### config.mk
export PLATFORM = sky130hd
export DESIGN_NAME = fwd_hazard_unit_flat
export DESIGN_NICKNAME = d
export VERILOG_FILES = /design/src/rtl/cpu_types_pkg.sv /design/src/rtl/fwd_hazard_unit_if.sv /design/src/rtl/fwd_hazard_unit_port_match.sv /design/src/rtl/fwd_hazard_unit.sv /design/src/flat_wrapper.sv
export SDC_FILE = /design/constraint.sdc
export NUM_CORES = 1
export LEC_CHECK = 0
export CORE_ASPECT_RATIO = 1.25
export CORE_MARGIN = 2
export CORE_UTILIZATION = 57
export CTS_BUF_LIST = sky130_fd_sc_hd__clkbuf_4 sky130_fd_sc_hd__clkbuf_8
export DETAILED_ROUTE_END_ITERATION = 6
export PLACE_DENSITY = 0.93
export REMOVE_ABC_BUFFERS = 1
export SLEW_MARGIN = 10
export SYNTH_ARGS = -nofsm -noshare
export SYNTH_HDL_FRONTEND = slang
export SYNTH_SLANG_ARGS = --single-unit
### constraint.sdc
create_clock -name CLK -period 7.6 [get_ports CLK]
set_clock_uncertainty 0.15 [all_clocks]
set_input_delay 1.52 -clock CLK [delete_from_list [all_inputs] [get_ports CLK]]
set_output_delay 1.52 -clock CLK [all_outputs]
set_load 0.005 [all_outputs]
### src/rtl/cpu_types_pkg.sv
// cpu_types_pkg: shared register-index type and forwarding-select constants
package cpu_types_pkg;
  typedef logic [4:0] regbits_t;
  localparam int FWD_REG_FILE = 0;
endpackage

### src/rtl/fwd_hazard_unit_if.sv
// fwd_hazard_unit_if: decode-side bundle of the forwarding/hazard unit
// fu: rs, rs_use, dec_valid, dec_wen, dec_rd, dec_lat, flush, mem_stall in; dec_ready, fwd_sel, stall_cnt out
// tb: the mirror image, for whoever drives decode
interface fwd_hazard_unit_if #(
  parameter int NRD = 2,
  parameter int NFWD = 3,
  parameter int MAXLAT = 3,
  parameter int CNTW = 32
);
  import cpu_types_pkg::*;
  localparam int SELW = $clog2(NFWD + 1);
  localparam int LATW = $clog2(MAXLAT + 1);
  regbits_t [NRD-1:0] rs;
  logic [NRD-1:0] rs_use;
  logic dec_valid;
  logic dec_wen;
  regbits_t dec_rd;
  logic [LATW-1:0] dec_lat;
  logic flush;
  logic mem_stall;
  logic dec_ready;
  logic [NRD-1:0][SELW-1:0] fwd_sel;
  logic [CNTW-1:0] stall_cnt;
  modport fu(
    input rs, rs_use, dec_valid, dec_wen, dec_rd, dec_lat, flush, mem_stall,
    output dec_ready, fwd_sel, stall_cnt
  );
  modport tb(
    output rs, rs_use, dec_valid, dec_wen, dec_rd, dec_lat, flush, mem_stall,
    input dec_ready, fwd_sel, stall_cnt
  );
endinterface

### src/rtl/fwd_hazard_unit_port_match.sv
// fwd_port_match: priority-match one read port against the in-flight entries
// in: entValid/entRd/entRem per stage, rs, rsUse; out: stage (youngest match), hit, hazard (match not yet forwardable)
module fwd_port_match
  import cpu_types_pkg::*;
#(
  parameter int NFWD = 3,
  parameter int LATW = 2,
  parameter int IDXW = 2
) (
  input  logic [NFWD-1:0]           entValid,
  input  regbits_t [NFWD-1:0]       entRd,
  input  logic [NFWD-1:0][LATW-1:0] entRem,
  input  regbits_t                  rs,
  input  logic                      rsUse,
  output logic [IDXW-1:0]           stage,
  output logic                      hit,
  output logic                      hazard
);
  // scan oldest to youngest so the youngest match is the last one written
  always_comb begin
    hit = 1'b0;
    stage = '0;
    hazard = 1'b0;
    for (int s = NFWD - 1; s >= 0; s--)
      if (rsUse && rs != '0 && entValid[s] && entRd[s] == rs) begin
        hit = 1'b1;
        stage = IDXW'(s);
        hazard = entRem[s] != '0;
      end
  end
endmodule

### src/rtl/fwd_hazard_unit.sv
// fwd_hazard_unit: tracks in-flight writes, selects forwarding sources, stalls issue on unready results
// CLK, RST (async, active-high); bus (fu modport): decode read ports and issue handshake in,
// dec_ready, per-port fwd_sel (0 = register file, s+1 = stage s) and saturating stall_cnt out
module fwd_hazard_unit
  import cpu_types_pkg::*;
#(
  parameter int NRD = 2,
  parameter int NFWD = 3,
  parameter int MAXLAT = 3,
  parameter int CNTW = 32
) (
  input logic CLK,
  input logic RST,
  fwd_hazard_unit_if.fu bus
);
  localparam int LATW = $clog2(MAXLAT + 1);
  localparam int SELW = $clog2(NFWD + 1);
  typedef struct packed {
    logic valid;
    regbits_t rd;
    logic [LATW-1:0] rem;
  } entry_t;
  entry_t [NFWD-1:0] ent;
  logic [NFWD-1:0] entValid;
  regbits_t [NFWD-1:0] entRd;
  logic [NFWD-1:0][LATW-1:0] entRem;
  logic [NRD-1:0] hit, hazard;
  logic [NRD-1:0][SELW-1:0] stage, fwdSel;
  logic [CNTW-1:0] stallCnt;
  logic ready, issue;
  for (genvar s = 0; s < NFWD; s++) begin : g_ent
    assign entValid[s] = ent[s].valid;
    assign entRd[s] = ent[s].rd;
    assign entRem[s] = ent[s].rem;
  end
  for (genvar p = 0; p < NRD; p++) begin : g_port
    fwd_port_match #(.NFWD(NFWD), .LATW(LATW), .IDXW(SELW)) u_match (
      .entValid(entValid),
      .entRd(entRd),
      .entRem(entRem),
      .rs(bus.rs[p]),
      .rsUse(bus.rs_use[p]),
      .stage(stage[p]),
      .hit(hit[p]),
      .hazard(hazard[p])
    );
    assign fwdSel[p] = hit[p] && !hazard[p] ? stage[p] + SELW'(1) : SELW'(FWD_REG_FILE);
  end
  assign ready = !bus.mem_stall && !(|hazard);
  assign issue = bus.dec_valid && ready && !bus.flush;
  assign bus.dec_ready = ready;
  assign bus.fwd_sel = fwdSel;
  assign bus.stall_cnt = stallCnt;
  // the freshly inserted entry already carries lat-1; only shifted entries count down
  always_ff @(posedge CLK or posedge RST)
    if (RST) begin
      ent <= '0;
      stallCnt <= '0;
    end else begin
      if (!bus.mem_stall) begin
        for (int s = NFWD - 1; s > 0; s--)
          ent[s] <= entry_t'{ent[s-1].valid, ent[s-1].rd, ent[s-1].rem - LATW'(ent[s-1].rem != '0)};
        ent[0] <= issue ? entry_t'{bus.dec_wen, bus.dec_rd, bus.dec_lat - LATW'(1)} : '0;
      end else if (bus.flush)
        ent[0].valid <= 1'b0;
      if (bus.dec_valid && !ready && !bus.flush && stallCnt != '1)
        stallCnt <= stallCnt + CNTW'(1);
    end
endmodule

### src/flat_wrapper.sv
// flat-port wrapper written by rule: the top's interface ports become plain ports
module fwd_hazard_unit_flat import cpu_types_pkg::*;
#(
  parameter int NRD = 2,
  parameter int NFWD = 3,
  parameter int MAXLAT = 3,
  parameter int CNTW = 32
)
  (CLK, RST, bus_rs, bus_rs_use, bus_dec_valid, bus_dec_wen, bus_dec_rd, bus_dec_lat, bus_flush, bus_mem_stall, bus_dec_ready, bus_fwd_sel, bus_stall_cnt);
  fwd_hazard_unit_if #(.NRD(NRD), .NFWD(NFWD), .MAXLAT(MAXLAT), .CNTW(CNTW)) bus_i ();
  input logic CLK;
  input logic RST;
  input wire logic [$bits(bus_i.rs)-1:0] bus_rs;
  input wire logic [$bits(bus_i.rs_use)-1:0] bus_rs_use;
  input wire logic [$bits(bus_i.dec_valid)-1:0] bus_dec_valid;
  input wire logic [$bits(bus_i.dec_wen)-1:0] bus_dec_wen;
  input wire logic [$bits(bus_i.dec_rd)-1:0] bus_dec_rd;
  input wire logic [$bits(bus_i.dec_lat)-1:0] bus_dec_lat;
  input wire logic [$bits(bus_i.flush)-1:0] bus_flush;
  input wire logic [$bits(bus_i.mem_stall)-1:0] bus_mem_stall;
  output wire logic [$bits(bus_i.dec_ready)-1:0] bus_dec_ready;
  output wire logic [$bits(bus_i.fwd_sel)-1:0] bus_fwd_sel;
  output wire logic [$bits(bus_i.stall_cnt)-1:0] bus_stall_cnt;
  assign bus_i.rs = bus_rs;
  assign bus_i.rs_use = bus_rs_use;
  assign bus_i.dec_valid = bus_dec_valid;
  assign bus_i.dec_wen = bus_dec_wen;
  assign bus_i.dec_rd = bus_dec_rd;
  assign bus_i.dec_lat = bus_dec_lat;
  assign bus_i.flush = bus_flush;
  assign bus_i.mem_stall = bus_mem_stall;
  assign bus_dec_ready = bus_i.dec_ready;
  assign bus_fwd_sel = bus_i.fwd_sel;
  assign bus_stall_cnt = bus_i.stall_cnt;
  fwd_hazard_unit #(.NRD(NRD), .NFWD(NFWD), .MAXLAT(MAXLAT), .CNTW(CNTW)) u_core (.CLK(CLK), .RST(RST), .bus(bus_i));
endmodule
After elaboration in Yosys (flattened, before gate mapping)

Cells that the tools add are included.

$add $sub $neg: 6
Eq/ne operators: 8
Muxes and demuxes: 23
Reduce and logical (&&, ||, !) cells: 34

Operator list:

| cell                                                               | count |
|---|---|
| 32-bit by 1-bit adder with 32-bit output, second input constant    | 1 |
| 32-bit != test, second input constant                              | 1 |
| 5-bit equality test                                                | 6 |
| 1-bit logical AND                                                  | 22 |
| 2-bit two-way mux                                                  | 8 |
| 1-bit two-way mux                                                  | 14 |
| 5-bit nonzero test                                                 | 2 |
| 8-bit two-way mux                                                  | 1 |
| 1-bit logical NOT                                                  | 6 |
| 2-bit nonzero test                                                 | 3 |
| 2-bit by 1-bit adder with 2-bit output, second input constant      | 2 |
| 2-bit by 1-bit subtractor with 2-bit output                        | 2 |
| 2-bit != test, second input constant                               | 1 |
| 2-bit OR reduction                                                 | 1 |
| 2-bit by 1-bit subtractor with 2-bit output, second input constant | 1 |

Register bits after elaboration: 56
Bits of input ports: 25
Output and inout bits: 37
Word-level logic and storage cells: 81

Logic depth before layout (Yosys ltp)

Gate-level depths: netlist (run 1).

Depth in word-level cells: 14
Mapped depth: 9
Gate-level depth less buffers: 8

By module

From an unflattened synthesis (run 1), not the netlist that was laid out.

Cells, all modules: 302
Area total of the unflattened synthesis: 3203.1 sq um

By module, submodules not included:

| module          | times used | cells an instance | area an instance (sq um) | sequential area each (sq um) |
|---|---|---|---|---|
| fwd_hazard_unit | 1          | 228               | 2642.5                   | 1401.3 |
| fwd_port_match  | 2          | 37                | 280.3                    | 0.0 |

Worst setup path after synthesis (run 1)

OpenSTA, ideal clock, no wires.

Path kind: input to output
From: input bus_rs[5]
To: output bus_dec_ready
Data arrival time: 3.242 ns
Required time: 5.930 ns
Slack: 2.688 ns
Cell stages on the path: 6
Buffers on the path: 1
Path through: or4_1 -> o21ai_2 -> nor3_2 -> a221o_1 -> a221oi_4 -> buf_6

Cells in the longest elaborated chain, start to end: 10
Elaborated cells on any way between the ends: 17
Classes of those cells: eq/ne: 3; mux: 3; reduce/logical: 11

Ends and longest elaborated chain:

| what                           | RTL line                         | RTL |
|---|---|---|
| start: declaration             | flat_wrapper.sv:13               | `input wire logic [$bits(bus_i.rs)-1:0] bus_rs;` |
| 5-bit nonzero test             | fwd_hazard_unit_port_match.sv:25 | `if (rsUse && rs != '0 && entValid[s] && entRd[s] == rs) begin` |
| 1-bit logical AND (3 in a row) | fwd_hazard_unit_port_match.sv:25 |  |
| 1-bit two-way mux (2 in a row) | fwd_hazard_unit_port_match.sv:25 |  |
| 1-bit two-way mux (*)          | fwd_hazard_unit_port_match.sv:25 |  |
| 2-bit OR reduction (*)         | fwd_hazard_unit.sv:49            | `assign ready = !bus.mem_stall && !(\|hazard);` |
| 1-bit logical NOT (*)          | fwd_hazard_unit.sv:49            |  |
| 1-bit logical AND (*)          | fwd_hazard_unit.sv:49            |  |
| end: declaration               | flat_wrapper.sv:21               | `output wire logic [$bits(bus_i.dec_ready)-1:0] bus_dec_ready;` |

Mark *: on every way between the ends. The rest lies on a longest branch, timed or not.

Worst setup path in the final report (run 1)

From: input bus_rs[1]
To: output bus_dec_ready

Same word-level chain as after synthesis.

==> flow_metrics.py, run 1 <==
metrics = {
    "routing": {
        "drtAntennaViolNets": 0,
        "firstDrtPassIters": 5,
        "drt-vias-per-instance": 5.88,
        "drt-initial-drc-count": 176,
        "wl_per_cell_microns": 16.6,
        "drc": 0,
        "vias": 2429,
        "drt-total-wl_microns": 6850,
    },
    "timing": {
        "worst_hold_slack_ns": 0.352,
        "worstMarginPinSlew_ns": 0.978,
        "max_freq_mhz": 162,
        "slew_headroom": 0.346,
        "finalHoldViolations": 0,
        "rsz0062_at_grt": "false",
        "drv_slew": 0,
        "post-route-min-period_ns": 6.18,
        "setup_ws_ns": 1.42,
        "setup_tns_ns": 0,
        "setup_viol": 0,
        "min_period_over_period": 0.813,
    },
    "clocking": {
        "clock-sinks": 56,
        "clockRootBuffer": "clkbuf_8",
        "clk_path_buf_depth": 2,
        "clkTransAtPathRegs_ns": 0.09,
        "cts_made_buffers": 5,
        "ctsHoldBuffers": 0,
        "clk_latency_ns": 0.30,
        "h-tree-depth": 2,
        "cts_tree": "done",
        "post_cts_resized": 0,
        "cts_setup_buffers": 0,
    },
    "place": {
        "pre_cts_slack_ns": 1.46,
        "port-buffer-count": 61,
        "hpwl_microns": 5000,
        "place.gp.congestion": 0.905,
    },
    "power_and_ir_drop": {
        "switching_share": 0.254,
        "intPower_uw": 485,
        "power_frac_seq": 0.527,
        "power_switching_uw": 165,
        "comb_power_share": 0.173,
        "p_per_area_nw_per_um2": 171,
        "p_clk_frac": 0.299,
        "p_leak_uw": 0.00173,
        "vdd_drop_max_uv": 157,
    },
    "floorplan": {
        "dieArea_sq_um": 5930,
        "initial_core_util": 0.594,
        "num_rows": 29,
        "ios": 62,
        "core_area_sq_um": 5120,
        "die_x_microns": 69.3,
        "die_h_microns": 85.6,
    },
    "logic_synthesis": {
        "yosysSeqAreaShare": 0.461,
        "synthTopCellsByArea": "dfrtp_1 (46%), xor2_1 (11%), xnor2_1 (6.6%)",
        "synth_area_leader_cell": "dfrtp_1",
        "async_reset_ff_frac": 1.00,
        "synthCells": 289,
        "synth_top_cell_area_share": 0.461,
        "synth_seq_cells": 56,
        "synth_edf_count": 0,
        "synthesis.area_sq_um": 3040,
        "ys.flop_type": "dfrtp_1",
        "ys_types": 41,
        "ys_warn_count": 0,
        "synth.avg_cell_area_sq_um": 10.5,
    },
    "final_layout": {
        "drive_gt1_frac": 0.0855,
        "layout_common_cells": "clkdlybuf4s50_1 (61), dfrtp_1 (56), xor2_1 (39)",
        "area_delta_synth_final_pct": 25.0,
        "num_antenna_cells": 0,
        "layout_commonest_cell": "clkdlybuf4s50_1",
        "final_nets": 376,
        "nFillCells": 358,
    },
    "outcome": {
        "outcome": "completed",
    },
    "critical_path": {
        "end_kind": "output pin",
        "worstRegToRegCells": 7,
        "cp_top_family": "buffers and inverters",
        "cp_common_cell": "clkdlybuf4s50_1",
        "cp_slowest_stage_delay_ns": 0.57,
        "cp_slowest_cell": "clkdlybuf4s50_1",
        "crit_type": "in -> out",
        "arrival_ns": 4.51,
        "startpoint_type": "input pin",
        "path_buf_inv": 3,
        "path_cells": "clkdlybuf4s50_1, or4_1, o21ai_1, nand4b_1, o311ai_1, a221oi_4, buf_4, clkdlybuf4s50_1",
        "cp_max_fo": 34,
        "cp-startpoint": "bus_rs[1]",
        "cp.required_ns": 5.93,
        "cp.depth": 8,
        "r2r-start": "u_core.bus.stall_cnt[7]$_DFFE_PP0P_",
    },
    "hold_path": {
        "hold_class": "reg -> reg",
        "hold_depth": 1,
        "min_from": "u_core.bus.stall_cnt[28]$_DFFE_PP0P_",
    },
    "global_routing": {
        "grt_remaining_overflow": 0,
        "grt_pass1_vias": 2482,
        "grt_max_degree": 57,
        "antenna_found_initial": 0,
        "grtUsageTotal": 0.241,
        "grt_pass1_wl_microns": 11700,
    },
    "job": {
        "drv_cap": 0,
    },
}
kinds of logic after synthesis:
family                     after synthesis  share of synthesized area
adders and majority gates                1                    0.00412
buffers and inverters                   15                     0.0284
muxes                                   13                     0.0494
and+or+nand+nor                        120                      0.218
xor gates and xnor gates                62                      0.179
AOI/OAI and AO/OA                       22                     0.0601
DFF                                     56                      0.461
stage by stage:
stage / total power [uW] / instances / util / area [sq um]
2_1_floorplan: 401 / 278 / - / 2970
3_3_place_gp: 459 / 405 / 0.720 / 3680
3_5_place_dp: 462 / 405 / 0.720 / 3680
4_1_cts: 655 / 413 / 0.742 / 3800
5_1_grt: 684 / 413 / 0.742 / 3800
6_report: 651 / 413 / 0.742 / 3800
power groups by stage:
stage,clock network (uW),registers [uW],logic (uW)
6_report,195,343,113
4_1_cts,197,344,114
2_1_floorplan,0,345,55.7
5_1_grt,213,348,124
3_5_place_dp,0,349,113
3_3_place_gp,0,348,111
layer usage:
metal,share of wire,global-route usage,up-vias
met5,0,0,-
met4,0.0069,0.0642,0
met3,0.052,0.0411,6
met2,0.52,0.420,89
met1,0.42,0.313,1183
li1,-,-,1151
cells in the mapped netlist, drive strengths merged (3+ instances only):
cell type   n
mux2       13
nand2      27
nand2b      4
nor4b       4
nor2       13
nand3      12
clkbuf      5
and3        7
nand4      12
a22o        6
nor3       14
o21ai       7
xnor2      23
buf         6
inv         4
and4        3
nor4       14
xor2       39
dfrtp      56
sequential cells by signal, summed over array words and instances (netlist names):
register,cells
u_core.bus.stall_cnt,32
u_core.ent,24
worst paths after layout:
kind,endpoint,slack (ns)
setup / recovery,bus_dec_ready,1.42
hold / removal,u_core.bus.stall_cnt[28]$_DFFE_PP0P_,0.35
setup reg to reg,u_core.bus.stall_cnt[1]$_DFFE_PP0P_,4.49
hold reg to reg,u_core.bus.stall_cnt[28]$_DFFE_PP0P_,0.35
max in group asynchronous,u_core.ent[8]$_DFFE_PP0N_,5.27
min in group asynchronous,u_core.bus.stall_cnt[19]$_DFFE_PP0P_,1.57
worst register-to-register path, stage by stage (launching register included):
cell     delay (ns)
dfrtp_1        0.44
and3_1         0.25
and4_1         0.30
and3_1         0.23
nand4_1        0.31
nor2_1         0.85
nor3_2         0.14
mux2_4         0.34
final cells by class:
class	instances	area [sq um]	area share
multi-input combinational	218	1550	0.408
inverter	4	15.0	0.00396
clock buffer	6	76.3	0.0201
timing repair buffer	65	641	0.169
sequential	56	1400	0.369
clock inverter	2	35.0	0.00923
tap	62	77.6	0.0204
No activity file was read; power rests on OpenSTA's default activity.
==> run 2, diff against run 1 <==
Settings changed: CORE_UTILIZATION 57 to 48, PLACE_DENSITY 0.93 to 0.84.
Clock period 7.6 ns to 5.4 ns, I/O delays scaled along.
==> flow_metrics.py, run 2 (synthesis gave the netlist of run 1 again) <==
metrics = {
    "routing": {
        "drt-initial-drc-count": 108,
        "drtAntennaViolNets": 0,
        "vias": 2435,
        "firstDrtPassIters": 4,
        "drt-vias-per-instance": 5.58,
        "wl_per_cell_microns": 15.8,
        "drc": 0,
        "drt-total-wl_microns": 6890,
    },
    "critical_path": {
        "r2r_slack_ns": 2.40,
        "cp_top_family": "buffers and inverters",
        "cp_common_cell": "clkdlybuf4s50_1",
        "end_kind": "output pin",
        "path_buf_inv": 2,
        "arrival_ns": 3.72,
        "crit_type": "in -> out",
        "cp_max_fo": 4,
        "cp_slowest_cell": "clkdlybuf4s50_1",
        "cp_slowest_stage_delay_ns": 0.55,
        "path_cells": "clkdlybuf4s50_1, or4_1, o21ai_1, nand4b_1, o311ai_1, a221oi_4, clkdlybuf4s50_1",
        "startpoint_type": "input pin",
        "cp.required_ns": 4.17,
    },
    "floorplan": {
        "dieArea_sq_um": 6990,
        "initial_core_util": 0.493,
        "die_h_microns": 92.9,
        "ios": 62,
        "die_x_microns": 75.2,
        "core_area_sq_um": 6170,
        "num_rows": 32,
    },
    "global_routing": {
        "grt_pass1_vias": 2388,
        "grtUsageTotal": 0.210,
        "grt_pass1_wl_microns": 11300,
        "grt_remaining_overflow": 0,
        "grt_max_degree": 57,
        "grtUsageMet2": 0.371,
        "use_met1": 0.254,
        "busiest_layer": "met2",
        "antenna_found_initial": 0,
        "met3_usage": 0.0348,
    },
    "clocking": {
        "cts_made_buffers": 5,
        "cts_setup_buffers": 0,
        "clockRootBuffer": "clkbuf_8",
        "clk_path_buf_depth": 2,
        "ctsHoldBuffers": 0,
        "clk_latency_ns": 0.31,
        "clock-sinks": 56,
        "h-tree-depth": 2,
        "cts_tree": "done",
        "post_cts_resized": 0,
        "clkTransAtPathRegs_ns": 0.10,
    },
    "timing": {
        "worstMarginPinSlew_ns": 1.01,
        "post-route-min-period_ns": 4.95,
        "setup_viol": 0,
        "worst_hold_slack_ns": 0.343,
        "drv_slew": 0,
        "rsz0062_at_grt": "false",
        "finalHoldViolations": 0,
        "slew_headroom": 0.325,
        "min_period_over_period": 0.916,
        "max_freq_mhz": 202,
        "setup_tns_ns": 0,
    },
    "final_layout": {
        "layout_common_cells": "clkdlybuf4s50_1 (61), dfrtp_1 (56), xor2_1 (39)",
        "regArea_sq_um": 1400,
        "num_antenna_cells": 0,
        "largest_reg_flops": 32,
        "layout_commonest_cell": "clkdlybuf4s50_1",
        "nFillCells": 529,
        "multi_input_comb_area_sq_um": 1550,
        "final_nets": 376,
        "drive_gt1_frac": 0.0855,
        "area_delta_synth_final_pct": 25.2,
    },
    "place": {
        "place.gp.congestion": 0.994,
        "hpwl_microns": 5100,
        "port-buffer-count": 61,
    },
    "power_and_ir_drop": {
        "p_leak_uw": 0.00172,
        "vdd_drop_max_uv": 152,
        "p_per_area_nw_per_um2": 230,
    },
    "job": {
        "drv_cap": 0,
    },
    "outcome": {
        "outcome": "completed",
    },
    "hold_path": {
        "hold_class": "reg -> reg",
    },
}
-- run 2: cell types whose count changed in the layout (fill, tap and decap cells not counted) --
cell / delta
clkbuf_4: -1
inv_6: +1
bufinv_16: -1
clkinv_4: +1
-- run 2: routing by layer --
layer  wire length [microns]  share of wire
met1                    2890           0.42
met2                    3540           0.51
met3                     295          0.043
met4                     158          0.023
met5                       0              0
-- run 2: layout make-up --
class,instances,area share
tap,85,0.0280
sequential,56,0.368
multi-input combinational,218,0.407
clock buffer,5,0.0181
timing repair buffer,65,0.168
inverter,4,0.00395
clock inverter,3,0.00592
-- run 2: where the power goes --
group | total (uW) | switching [uW] | internal [uW] | leakage [uW]
Combinational | 160 | 67.6 | 92.8 | 0.000915
Sequential | 484 | 37.1 | 447 | 0.000754
Clock | 231 | 138 | 93.2 | 0.0000485
Total | 875 | 242 | 633 | 0.00172
-- run 2: final timing paths --
| check | start | endpoint | depth (start not counted) |
|---|---|---|---|
| worst max-delay path | bus_rs[1] | bus_dec_ready | 7 |
| worst min-delay path | u_core.bus.stall_cnt[26]$_DFFE_PP0P_ | u_core.bus.stall_cnt[26]$_DFFE_PP0P_ | 1 |
| worst max register to register | u_core.bus.stall_cnt[7]$_DFFE_PP0P_ | u_core.bus.stall_cnt[1]$_DFFE_PP0P_ | 7 |
| worst min register to register | u_core.bus.stall_cnt[26]$_DFFE_PP0P_ | u_core.bus.stall_cnt[26]$_DFFE_PP0P_ | 1 |
| max in group asynchronous | RST | u_core.bus.stall_cnt[31]$_DFFE_PP0P_ | 3 |
| min in group asynchronous | RST | u_core.bus.stall_cnt[17]$_DFFE_PP0P_ | 3 |
-- run 2: through the flow --
stage          cell area (sq um)  std cells  setup slack [ns]  utilization  power (uW)
5_1_grt                     3800        436             0.314        0.617         929
3_3_place_gp                3710        428             0.529        0.602         645
4_1_cts                     3800        436             0.464        0.617         888
3_5_place_dp                3710        428             0.467        0.602         652
2_1_floorplan               2970        278              1.14            -         564
6_report                    3800        436             0.453        0.617         875
==> run 3, diff against run 2 <==
Settings changed: CTS_CLUSTER_DIAMETER from default to 150.
==> results of run 3 <==
No change in the layout: final DEF, timing and power equal those of run 2.
